<file path="src/rtl/move_recorder.sv">
`default_nettype none
// ============================================================================
// move_recorder : packs the solver's push/undo/finish move stream into ord/cnt/comp
// Optional: REVERSE_CANCEL_EN folds a push opposite to the top move into an undo.
// Revision: 1.0
// ============================================================================
module move_recorder #(
  parameter int MAX_MOVES = 32
) (
  input  logic        clk,
  input  logic        rst,
  input  logic        start,
  input  logic        mv_valid,
  input  logic [1:0]  mv_dir,
  output logic        mv_ready,
  input  logic        undo,
  input  logic        finish,
  output logic        comp,
  output logic [63:0] cnt,
  output logic [63:0] ord,
  output logic        overflow
);

  localparam int CNT_W = $clog2(MAX_MOVES + 1);
  localparam logic [CNT_W-1:0] C_MAX = CNT_W'(MAX_MOVES);

  typedef enum logic [1:0] {
    ST_IDLE = 2'd0,
    ST_REC  = 2'd1,
    ST_DONE = 2'd2,
    ST_ERR  = 2'd3
  } state_t;

  state_t           state_q, state_d;
  logic [63:0]      ord_q, ord_d;
  logic [CNT_W-1:0] cnt_q, cnt_d;
  logic             comp_q, comp_d;
  logic             overflow_q, overflow_d;

  logic [CNT_W-1:0] top_idx;
  logic [1:0]       top_dir;
  logic             has_top;
  logic             do_push;
  logic             do_pop;
  logic             wr_en;
  logic [CNT_W-1:0] wr_idx;
  logic [1:0]       wr_val;

  assign has_top = (cnt_q != '0);
  assign top_idx = has_top ? cnt_q - 1'b1 : '0;

  always_comb begin
    top_dir = 2'b00;
    for (int i = 0; i < MAX_MOVES; i++) begin
      if (i == int'(top_idx)) top_dir = ord_q[2*i +: 2];
    end
  end

  // Move codes pair as UP=0/DOWN=1 and LEFT=2/RIGHT=3, so the opposite flips bit 0.
  always_comb begin
    do_push = mv_valid;
    do_pop  = undo;
`ifdef REVERSE_CANCEL_EN
    if (mv_valid && !undo && has_top && (mv_dir == (top_dir ^ 2'b01))) begin
      do_push = 1'b0;
      do_pop  = 1'b1;
    end
`endif
  end

  always_comb begin
    state_d    = state_q;
    cnt_d      = cnt_q;
    comp_d     = comp_q;
    overflow_d = overflow_q;
    wr_en      = 1'b0;
    wr_idx     = '0;
    wr_val     = 2'b00;

    if (start) begin
      state_d    = ST_REC;
      cnt_d      = '0;
      comp_d     = 1'b0;
      overflow_d = 1'b0;
    end else if (state_q == ST_REC) begin
      if (do_push && do_pop && has_top) begin
        wr_en  = 1'b1;
        wr_idx = top_idx;
        wr_val = mv_dir;
      end else if (do_push && cnt_q < C_MAX) begin
        wr_en  = 1'b1;
        wr_idx = cnt_q;
        wr_val = mv_dir;
        cnt_d  = cnt_q + 1'b1;
      end else if (do_push) begin
        overflow_d = 1'b1;
        state_d    = ST_ERR;
      end else if (do_pop && has_top) begin
        wr_en  = 1'b1;
        wr_idx = top_idx;
        wr_val = 2'b00;
        cnt_d  = top_idx;
      end

      if (finish && state_d != ST_ERR) begin
        comp_d  = 1'b1;
        state_d = ST_DONE;
      end
    end
  end

  always_comb begin
    ord_d = ord_q;
    if (start) begin
      ord_d = '0;
    end else if (wr_en) begin
      for (int i = 0; i < MAX_MOVES; i++) begin
        if (i == int'(wr_idx)) ord_d[2*i +: 2] = wr_val;
      end
    end
  end

  always_ff @(posedge clk) begin
    if (rst) begin
      state_q    <= ST_IDLE;
      ord_q      <= '0;
      cnt_q      <= '0;
      comp_q     <= 1'b0;
      overflow_q <= 1'b0;
    end else begin
      state_q    <= state_d;
      ord_q      <= ord_d;
      cnt_q      <= cnt_d;
      comp_q     <= comp_d;
      overflow_q <= overflow_d;
    end
  end

  assign mv_ready = (state_q == ST_REC);
  assign comp     = comp_q;
  assign overflow = overflow_q;
  assign ord      = ord_q;
  assign cnt      = {{(64-CNT_W){1'b0}}, cnt_q};

endmodule
`default_nettype wire

</file>
<file path="config.mk">
export PLATFORM = sky130hd
export DESIGN_NAME = move_recorder
export DESIGN_NICKNAME = d
export VERILOG_FILES = /design/src/rtl/move_recorder.sv
export SDC_FILE = /design/constraint.sdc
export NUM_CORES = 1
export LEC_CHECK = 0
export ABC_AREA = 0
export ABC_CLOCK_PERIOD_IN_PS = 6800
export CORE_ASPECT_RATIO = 1.5
export CORE_MARGIN = 2
export CORE_UTILIZATION = 45
export DETAILED_ROUTE_END_ITERATION = 10
export PLACE_DENSITY = 0.81
export SLEW_MARGIN = 10
export SYNTH_ARGS = -nofsm -noshare
export SYNTH_HDL_FRONTEND = slang
export SYNTH_SLANG_ARGS = --single-unit
</file>
<file path="constraint.sdc">
create_clock -name clk -period 6.8 [get_ports clk]
set_clock_uncertainty 0.15 [all_clocks]
set_input_delay 1.36 -clock clk [delete_from_list [all_inputs] [get_ports clk]]
set_output_delay 1.36 -clock clk [all_outputs]
set_load 0.02 [all_outputs]
</file>
==> results of run 1 <==
registers in the layout, indices dropped and copies added, names as in the netlist:
signal    count
state_q       2
overflow      1
cnt_q         6
ord          64
comp          1
path summary, 6_finish.rpt:
kind / startpoint / end / slack (ns) / cells after the start
setup / recovery: undo / ord[51] / 2.94 / 6
setup reg to reg: cnt_q[0] / ord[51] / 3.26 / 8
hold reg to reg: ord[44] / ord[44] / 0.31 / 2
hold / removal: ord[44] / ord[44] / 0.31 / 2
power by group through the flow:
stage          registers (mW)  clock network [mW]  logic [mW]
2_1_floorplan           0.446                   0      0.0843
6_report                0.437               0.508      0.0732
5_1_grt                 0.437               0.527      0.0804
3_5_place_dp            0.446                   0      0.0718
3_3_place_gp            0.446                   0      0.0710
4_1_cts                 0.437               0.511      0.0722
critical path, cell delays in order:
cell and delay, ns:
clkdlybuf4s50_1 0.66, o21ai_2 0.23, o31ai_1 0.95, and3_1 0.37, nand2_1 0.14, mux2i_1 0.19
synth_stat cells (6+ instances only):
master,number
nand2_1,78
buf_4,58
clkbuf_1,18
a21oi_1,8
inv_1,6
and2_1,6
nand3_1,14
and3_1,11
nor2_1,22
mux2i_1,65
o21ai_0,7
dfxtp_1,74
cells by family (layout without fill, tap and decap cells):
group,Yosys count,in the layout,synth area share (%)
xor gates and xnor gates,4,4,0.907
AOI/OAI and AO/OA,41,41,8.23
and+or+nand+nor,162,162,20.1
other,1,58,0.0971
adders and majority gates,3,3,0.972
DFF,74,74,38.3
muxes,65,65,16.8
buffers and inverters,88,105,14.5
per-layer routing:
metal | up-vias | GRT usage [%]
met5 | - | 0
met4 | 0 | 11.0
met3 | 29 | 4.14
met2 | 130 | 37.3
met1 | 1490 | 22.8
li1 | 1506 | -
area by class of cell:
class | instances | area, µm² | share of cell area (%)
multi-input combinational | 333 | 2040 | 42.3
sequential | 74 | 1480 | 30.7
inverter | 6 | 22.5 | 0.467
tap | 107 | 134 | 2.77
clock buffer | 11 | 243 | 5.03
clock inverter | 5 | 77.6 | 1.61
timing repair buffer | 83 | 823 | 17.1
==> flow_summary.yaml, run 1 <==
outcome:
  status: "finished clean"
floorplanning:
  rows: 41
  dieWidth_um: 79.7
  io_pins: 139
  die_y_um: 117
  die_area_mm2: 0.00936
  core_area_mm2: 0.00836
  initial_utilization_pct: 46.2
logic_synthesis:
  async_reset_ff_share_pct: 0
  syn-cell-area_mm2: 0.00386
  syn_avg_cell_area_um2: 8.82
  synth_top_area_share_pct: 38.3
  yosysSeqAreaShare_pct: 38.3
  synth_cell_types: 54
  syn_inst: 438
  synth_top_cell_by_area: "dfxtp_1"
  ys_warn_count: 0
  ys_ff_latch: 74
  synthTopCellsByArea: "dfxtp_1, mux2i_1, buf_4"
  synth_edf_count: 0
  yosys_most_used_dff: "dfxtp_1"
clock_tree:
  cts-root-buf: "clkbuf_16"
  cts.sinks: 74
  ctsHoldBuffers: 0
  cts_made_buffers: 9
  clk-insertion-delay-late_ns: 0.33
  cts_tree: "done"
  clk_path_buf_depth: 2
  path_clk_slew_ns: 0.06
  htreeDepth: 3
  cts_resized: 0
  cts_setup_buffers: 0
layout:
  antenna_cells: 0
  n_fill_cell: 717
  fin_area_mm2: 0.00482
  final_cells: 619
  mostFrequentLayoutCells: "clkdlybuf4s50_1, nand2_1, dfxtp_1"
  drive_gt1_share_pct: 6.25
  final_util_pct: 57.7
  layout.cells.most_common: "clkdlybuf4s50_1"
  syn_to_final_growth_pct: 24.9
  nNetsFinal: 518
power_and_ir_drop:
  p_sw_uw: 237
  power_density_mw_per_mm2: 211
  power.leakage_nw: 2.02
  internal_power_uw: 780
  peakVddDrop_mv: 0.173
  fin_total_pwr_mw: 1.02
  p_sw_share_pct: 23.3
  seq_power_share_pct: 42.9
  p_clk_share_pct: 49.9
  pwr-share-comb_pct: 7.2
global_routing:
  grt_max_degree: 65
  grt_pass1_wl_mm: 15.5
  grtUsageTotal_pct: 21.0
  grt_pass1_vias: 3138
  antenna_found_initial: 0
  gr-total-overflow: 0
setup_path:
  path_max_fanout: 12
  path_class: "primary input to register"
  endpoint_kind: "register"
  cp-start-kind: "primary input"
  cp.required_ns: 6.84
  arrival_ns: 3.90
run:
  max_cap_viol_count: 0
timing:
  relSlewSlack_pct: 27.3
  fmax_ghz: 0.259
  fin_setup_tns_ns: 0
  postLayoutSetupSlackWorst_ns: 2.94
  worst_pin_slew_ns: 1.08
  hold_slack_ns: 0.306
  period_minus_slack_ns: 3.86
  finalSetupViolations: 0
  rsz0062_at_grt: "false"
  slew_viol_final: 0
  finalHoldViolCount: 0
  layout_worst_path_cycle_share_pct: 56.7
routing:
  wirelength_mm: 9.51
  vias: 3155
  wl_met2_mm: 5.02
  route.met3.wl_um: 507
  wl_per_cell_um: 15.4
  vias_per_cell: 5.10
  dr.pass1.iters: 4
  route.detailed.drc: 0
  met1_length_mm: 3.61
  ant_nets: 0
  drt-initial-drc-count: 142
  top_layer_used: "met4"
place:
  place_area_mm2: 0.00450
  placedCellCount: 603
  gp_congestion: 0.895
  dp_hpwl_mm: 6.82
  pre_cts_ws_ns: 2.62
  io_buffer_count: 80
worst_hold_path:
  min_path_type: "register to register"
Note: power is estimated with default switching activity, not from simulation.
==> run 2: changes to the inputs <==
--- a/config.mk
+++ b/config.mk
@@ -6,7 +6,7 @@
 export NUM_CORES = 1
 export LEC_CHECK = 0
 export ABC_AREA = 0
-export ABC_CLOCK_PERIOD_IN_PS = 6800
+export ABC_CLOCK_PERIOD_IN_PS = 3950
 export CORE_ASPECT_RATIO = 1.5
 export CORE_MARGIN = 2
 export CORE_UTILIZATION = 45
==> constraint.sdc (replaced) <==
create_clock -name clk -period 3.95 [get_ports clk]
set_clock_uncertainty 0.15 [all_clocks]
set_input_delay 0.79 -clock clk [delete_from_list [all_inputs] [get_ports clk]]
set_output_delay 0.79 -clock clk [all_outputs]
set_load 0.02 [all_outputs]
==> run 2 against run 1 <==
  * Critical path depth up 2
  * Combinational power rose by 76%
  * Sequential power grew 72%
  * Critical path type is now register to register
  * Critical endpoint is now ord[39]
==> flow_summary.yaml, run 2 (synthesized netlist as in run 1, its figures left out) <==
timing:
  slew_viol_final: 0
  finalSetupViolations: 0
  rsz0062_at_grt: "false"
  fmax_ghz: 0.313
  period_minus_slack_ns: 3.20
  finalHoldViolCount: 0
  layout_worst_path_cycle_share_pct: 80.9
  fin_setup_tns_ns: 0
  worst_pin_slew_ns: 0.743
  relSlewSlack_pct: 49.9
  hold_slack_ns: 0.310
place:
  placedCellCount: 606
  io_buffer_count: 80
  dp_hpwl_mm: 6.86
  gp_congestion: 0.880
power_and_ir_drop:
  power_density_mw_per_mm2: 354
  power.leakage_nw: 2.03
  peakVddDrop_mv: 0.299
routing:
  drt-initial-drc-count: 170
  dr.pass1.iters: 4
  ant_nets: 0
  vias: 3210
  wirelength_mm: 9.59
  vias_per_cell: 5.17
  wl_per_cell_um: 15.4
  route.detailed.drc: 0
clock_tree:
  cts_tree: "done"
  ctsHoldBuffers: 0
  clk_path_buf_depth: 2
  cts_made_buffers: 9
  clk-insertion-delay-late_ns: 0.34
  cts-root-buf: "clkbuf_16"
  cts_resized: 0
  htreeDepth: 3
  cts.sinks: 74
  cts_setup_buffers: 0
  path_clk_slew_ns: 0.06
setup_path:
  cp.required_ns: 4.06
  endpoint_kind: "register"
  arrival_ns: 3.31
  path_class: "register to register"
  path_max_fanout: 12
  cp-start-kind: "register"
layout:
  drive_gt1_share_pct: 6.61
  mostFrequentLayoutCells: "clkdlybuf4s50_1, nand2_1, dfxtp_1"
  nNetsFinal: 521
  antenna_cells: 0
  n_fill_cell: 730
  final_cells: 621
  final_util_pct: 57.8
  layout.cells.most_common: "clkdlybuf4s50_1"
  syn_to_final_growth_pct: 25.1
  largest_reg_flops: 64
global_routing:
  grt_pass1_vias: 3067
  use_met3_pct: 3.60
  grt_pass1_wl_mm: 15.3
  top_usage_layer: "met2"
  grt_max_degree: 65
  antenna_found_initial: 0
  grtUsageTotal_pct: 20.9
  grtUsageMet2_pct: 37.7
  grt_use_met1_pct: 22.4
  gr-total-overflow: 0
floorplanning:
  initial_utilization_pct: 46.2
  rows: 41
  die_area_mm2: 0.00936
  die_y_um: 117
  dieWidth_um: 79.7
  io_pins: 139
  core_area_mm2: 0.00836
outcome:
  status: "finished clean"
worst_hold_path:
  min_path_type: "register to register"
run:
  max_cap_viol_count: 0
==> run 2: changes by cell type in the layout (fill, tap and decap cells not counted) <==
cell,change
buf_4,+3
bufinv_16,-1
clkbuf_8,+2
clkinv_2,-1
clkinvlp_4,-1
==> run 2: worst paths after layout <==
path | start | endpoint | slack (ns) | depth (start not counted)
worst max-delay path | cnt_q[1] | ord[39] | 0.75 | 8
worst min-delay path | ord[38] | ord[38] | 0.31 | 2
worst max register to register | cnt_q[1] | ord[39] | 0.75 | 8
worst min register to register | ord[38] | ord[38] | 0.31 | 2
==> run 2: layout make-up <==
class	instances	area, µm²	area share [%]
inverter	6	22.5	0.466
sequential	74	1480	30.7
clock buffer	13	270	5.59
multi-input combinational	333	2040	42.3
tap	107	134	2.77
clock inverter	2	35.0	0.725
timing repair buffer	86	846	17.5
==> run 2: worst max-delay path: stages (launching register included) <==
cell and delay, ns:
dfxtp_1 0.41, inv_1 0.23, ha_1 0.22, or4b_4 0.51
o21ai_2 0.47, o31a_1 0.40, and3_1 0.31, and2_1 0.22
mux2i_1 0.20
==> run 2: power breakdown <==
part / leakage [nW] / total, mW / switching [mW] / internal (mW)
registers: 0.596 / 0.751 / 0.00213 / 0.749
clock network: 0.152 / 0.829 / 0.294 / 0.536
logic: 1.28 / 0.129 / 0.102 / 0.0279
==> run 2: per-layer routing <==
metal  share of wire, %  routed length (µm)
met5                  0                   0
met4                3.2                 303
met2                 55                5230
met1                 37                3570
met3                4.9                 474
==> run 2: through the flow <==
step / cell area [µm²] / power, mW / worst slack [ns]
finish: 4830 / 1.71 / 0.754
global route: 4830 / 1.77 / 0.599
CTS: 4830 / 1.72 / 0.769
detailed placement: 4530 / 0.893 / 0.640
global placement: 4530 / 0.892 / 0.654
floorplan: 4080 / 0.912 / 1.15
==> run 3: changes to the inputs <==
--- a/config.mk
+++ b/config.mk
@@ -6,12 +6,12 @@
 export NUM_CORES = 1
 export LEC_CHECK = 0
 export ABC_AREA = 0
-export ABC_CLOCK_PERIOD_IN_PS = 3950
+export ABC_CLOCK_PERIOD_IN_PS = 2600
 export CORE_ASPECT_RATIO = 1.5
 export CORE_MARGIN = 2
-export CORE_UTILIZATION = 45
+export CORE_UTILIZATION = 41
 export DETAILED_ROUTE_END_ITERATION = 10
-export PLACE_DENSITY = 0.81
+export PLACE_DENSITY = 0.78
 export SLEW_MARGIN = 10
 export SYNTH_ARGS = -nofsm -noshare
 export SYNTH_HDL_FRONTEND = slang
==> constraint.sdc (replaced) <==
create_clock -name clk -period 2.6 [get_ports clk]
set_clock_uncertainty 0.15 [all_clocks]
set_input_delay 0.52 -clock clk [delete_from_list [all_inputs] [get_ports clk]]
set_output_delay 0.52 -clock clk [all_outputs]
set_load 0.02 [all_outputs]
==> run 3 against run 2 <==
  * Utilization shrank 1.6 points
  * Sequential cell count is the same
  * First-iteration DRC count up 12%
  * Maximum frequency is 28% higher
  * Die area grew 9.3%
  * Worst setup slack worse by 0.65 ns
  * Combinational power rose by 80%
  * Non-clock buffer count grew 34
  * Critical path depth up 2
  * Sequential power is 52% higher
  * Via count up 3.3%
  * Total power up 52%
  * Highest routed layer unchanged
==> flow_summary.yaml, run 3 (synthesized netlist as in run 1, its figures left out) <==
global_routing:
  use_met3_pct: 3.67
  gr-total-overflow: 0
  grt_pass1_wl_mm: 15.7
  grt_use_met1_pct: 20.2
  top_usage_layer: "met2"
  antenna_found_initial: 0
  grtUsageMet2_pct: 36.5
  grt_pass1_vias: 3309
  grt_max_degree: 65
  grtUsageTotal_pct: 19.5
setup_path:
  cpMostUsedCell: "buf_4"
  rr_endpoint: "ord[51]"
  cp_num_cells: 10
  crit_path_start: "cnt_q[0]"
  path_class: "register to register"
  critPathSlowestCell: "or4b_4"
  crit_end: "ord[51]"
  slowest_delay_ns: 0.53
  worstReg2RegStart: "cnt_q[0]"
  r2r_cells: 10
  cp-start-kind: "register"
  arrival_ns: 2.60
  path_max_fanout: 4
  cp.required_ns: 2.71
  rrSetupSlack_ns: 0.11
  endpoint_kind: "register"
  path_cells: "inv_1, ha_1, or4b_4, buf_4, a21oi_2, o32ai_2, buf_4, and3_1, nand2_1, mux2i_1"
  critPathTopFamily: "simple AND/OR/NAND/NOR gates"
  critPathBufInv: 3
layout:
  largest_reg_flops: 64
  fin_area_mm2: 0.00517
  nNetsFinal: 556
  final_util_pct: 56.2
  drive_gt1_share_pct: 14.0
  syn_to_final_growth_pct: 33.7
  final_cells: 661
  mostFrequentLayoutCells: "clkdlybuf4s50_1, nand2_1, dfxtp_1"
  layout.cells.most_common: "clkdlybuf4s50_1"
  n_fill_cell: 813
  antenna_cells: 0
power_and_ir_drop:
  pwr-share-comb_pct: 8.9
  power_density_mw_per_mm2: 502
  seq_power_share_pct: 43.9
  p_clk_share_pct: 47.2
  p_sw_uw: 630
  peakVddDrop_mv: 0.357
  fin_total_pwr_mw: 2.59
  p_sw_share_pct: 24.3
  power.leakage_nw: 2.23
  internal_power_mw: 1.96
routing:
  wirelength_mm: 10.1
  route.detailed.drc: 0
  drt-initial-drc-count: 191
  ant_nets: 0
  vias: 3317
  dr.pass1.iters: 5
  wl_per_cell_um: 15.2
  vias_per_cell: 5.02
timing:
  postLayoutSetupSlackWorst_ns: 0.107
  layout_worst_path_cycle_share_pct: 95.9
  period_minus_slack_ns: 2.49
  fmax_ghz: 0.401
  hold_slack_ns: 0.309
  fin_setup_tns_ns: 0
  finalHoldViolCount: 0
  finalSetupViolations: 0
  slew_viol_final: 0
clock_tree:
  ctsHoldBuffers: 0
  path_clk_slew_ns: 0.06
  cts_made_buffers: 9
  clk_path_buf_depth: 2
  cts-root-buf: "clkbuf_16"
  htreeDepth: 3
  cts.sinks: 74
  cts_tree: "done"
  clk-insertion-delay-late_ns: 0.34
floorplanning:
  initial_utilization_pct: 42.0
  io_pins: 139
  rows: 43
  die_area_mm2: 0.0102
  dieWidth_um: 83.3
  die_y_um: 123
  core_area_mm2: 0.00920
run:
  max_cap_viol_count: 0
outcome:
  status: "finished clean"
worst_hold_path:
  min_path_type: "register to register"
place:
  placedCellCount: 645
  place_area_mm2: 0.00483
  dp_hpwl_mm: 7.26
  io_buffer_count: 80
  gp_congestion: 0.883
  pre_cts_ws_ns: -0.145
run 3: cell types whose count changed in the layout (fill, tap and decap cells not counted), sizes merged:
cell / previous run / this run
buf: 6 / 40
clkbuf: 13 / 10
clkinvlp: 0 / 2
clkdlybuf4s50: 80 / 79
clkinv: 1 / 2
dlymetal6s2s: 0 / 1
o21ai: 8 / 9
run 3: how the worst min path moves through the flow:
stage / startpoint / end / cells after the start
after floorplan: state_q[1] / state_q[1] / 2
final: ord[41] / ord[41] / 2
after detailed placement: ord[6] / ord[6] / 2
after global routing: ord[34] / ord[34] / 2
after CTS: ord[6] / ord[6] / 2
after global placement: ord[39] / ord[39] / 2
run 3: layout make-up:
type,instances,area (µm²),area share [%]
multi-input cells,334,2080,40.3
flip-flops and latches,74,1480,28.7
repair buffers,120,1140,22.1
clock buffers,10,239,4.63
well taps,112,140,2.71
clock inverters,5,55.1,1.07
inverters,6,22.5,0.436
run 3: timing repair:
item | in CTS | in global routing
pin swaps | 0 | 1
setup buffers | 0 | 0
gates cloned | 0 | 1
resized for setup | 1 | 8
setup endpoints to repair | 8 | 36
run 3: routing by layer:
metal | part of all wire [%] | wire length [µm]
met2 | 55 | 5500
met5 | 0 | 0
met4 | 3.2 | 319
met1 | 37 | 3760
met3 | 4.7 | 477
run 3: power groups by stage:
stage	clock network, mW	registers, mW	logic (mW)
CTS	1.24	1.14	0.225
floorplan	0	1.17	0.221
global placement	0	1.16	0.221
finish	1.22	1.14	0.232
global route	1.28	1.14	0.249
detailed placement	0	1.16	0.223
run 3: tightest hold or removal path, stage by stage, from the launching register on:
cell,delay [ns]
dfxtp_1,0.30
nand2_1,0.05
mux2i_1,0.05
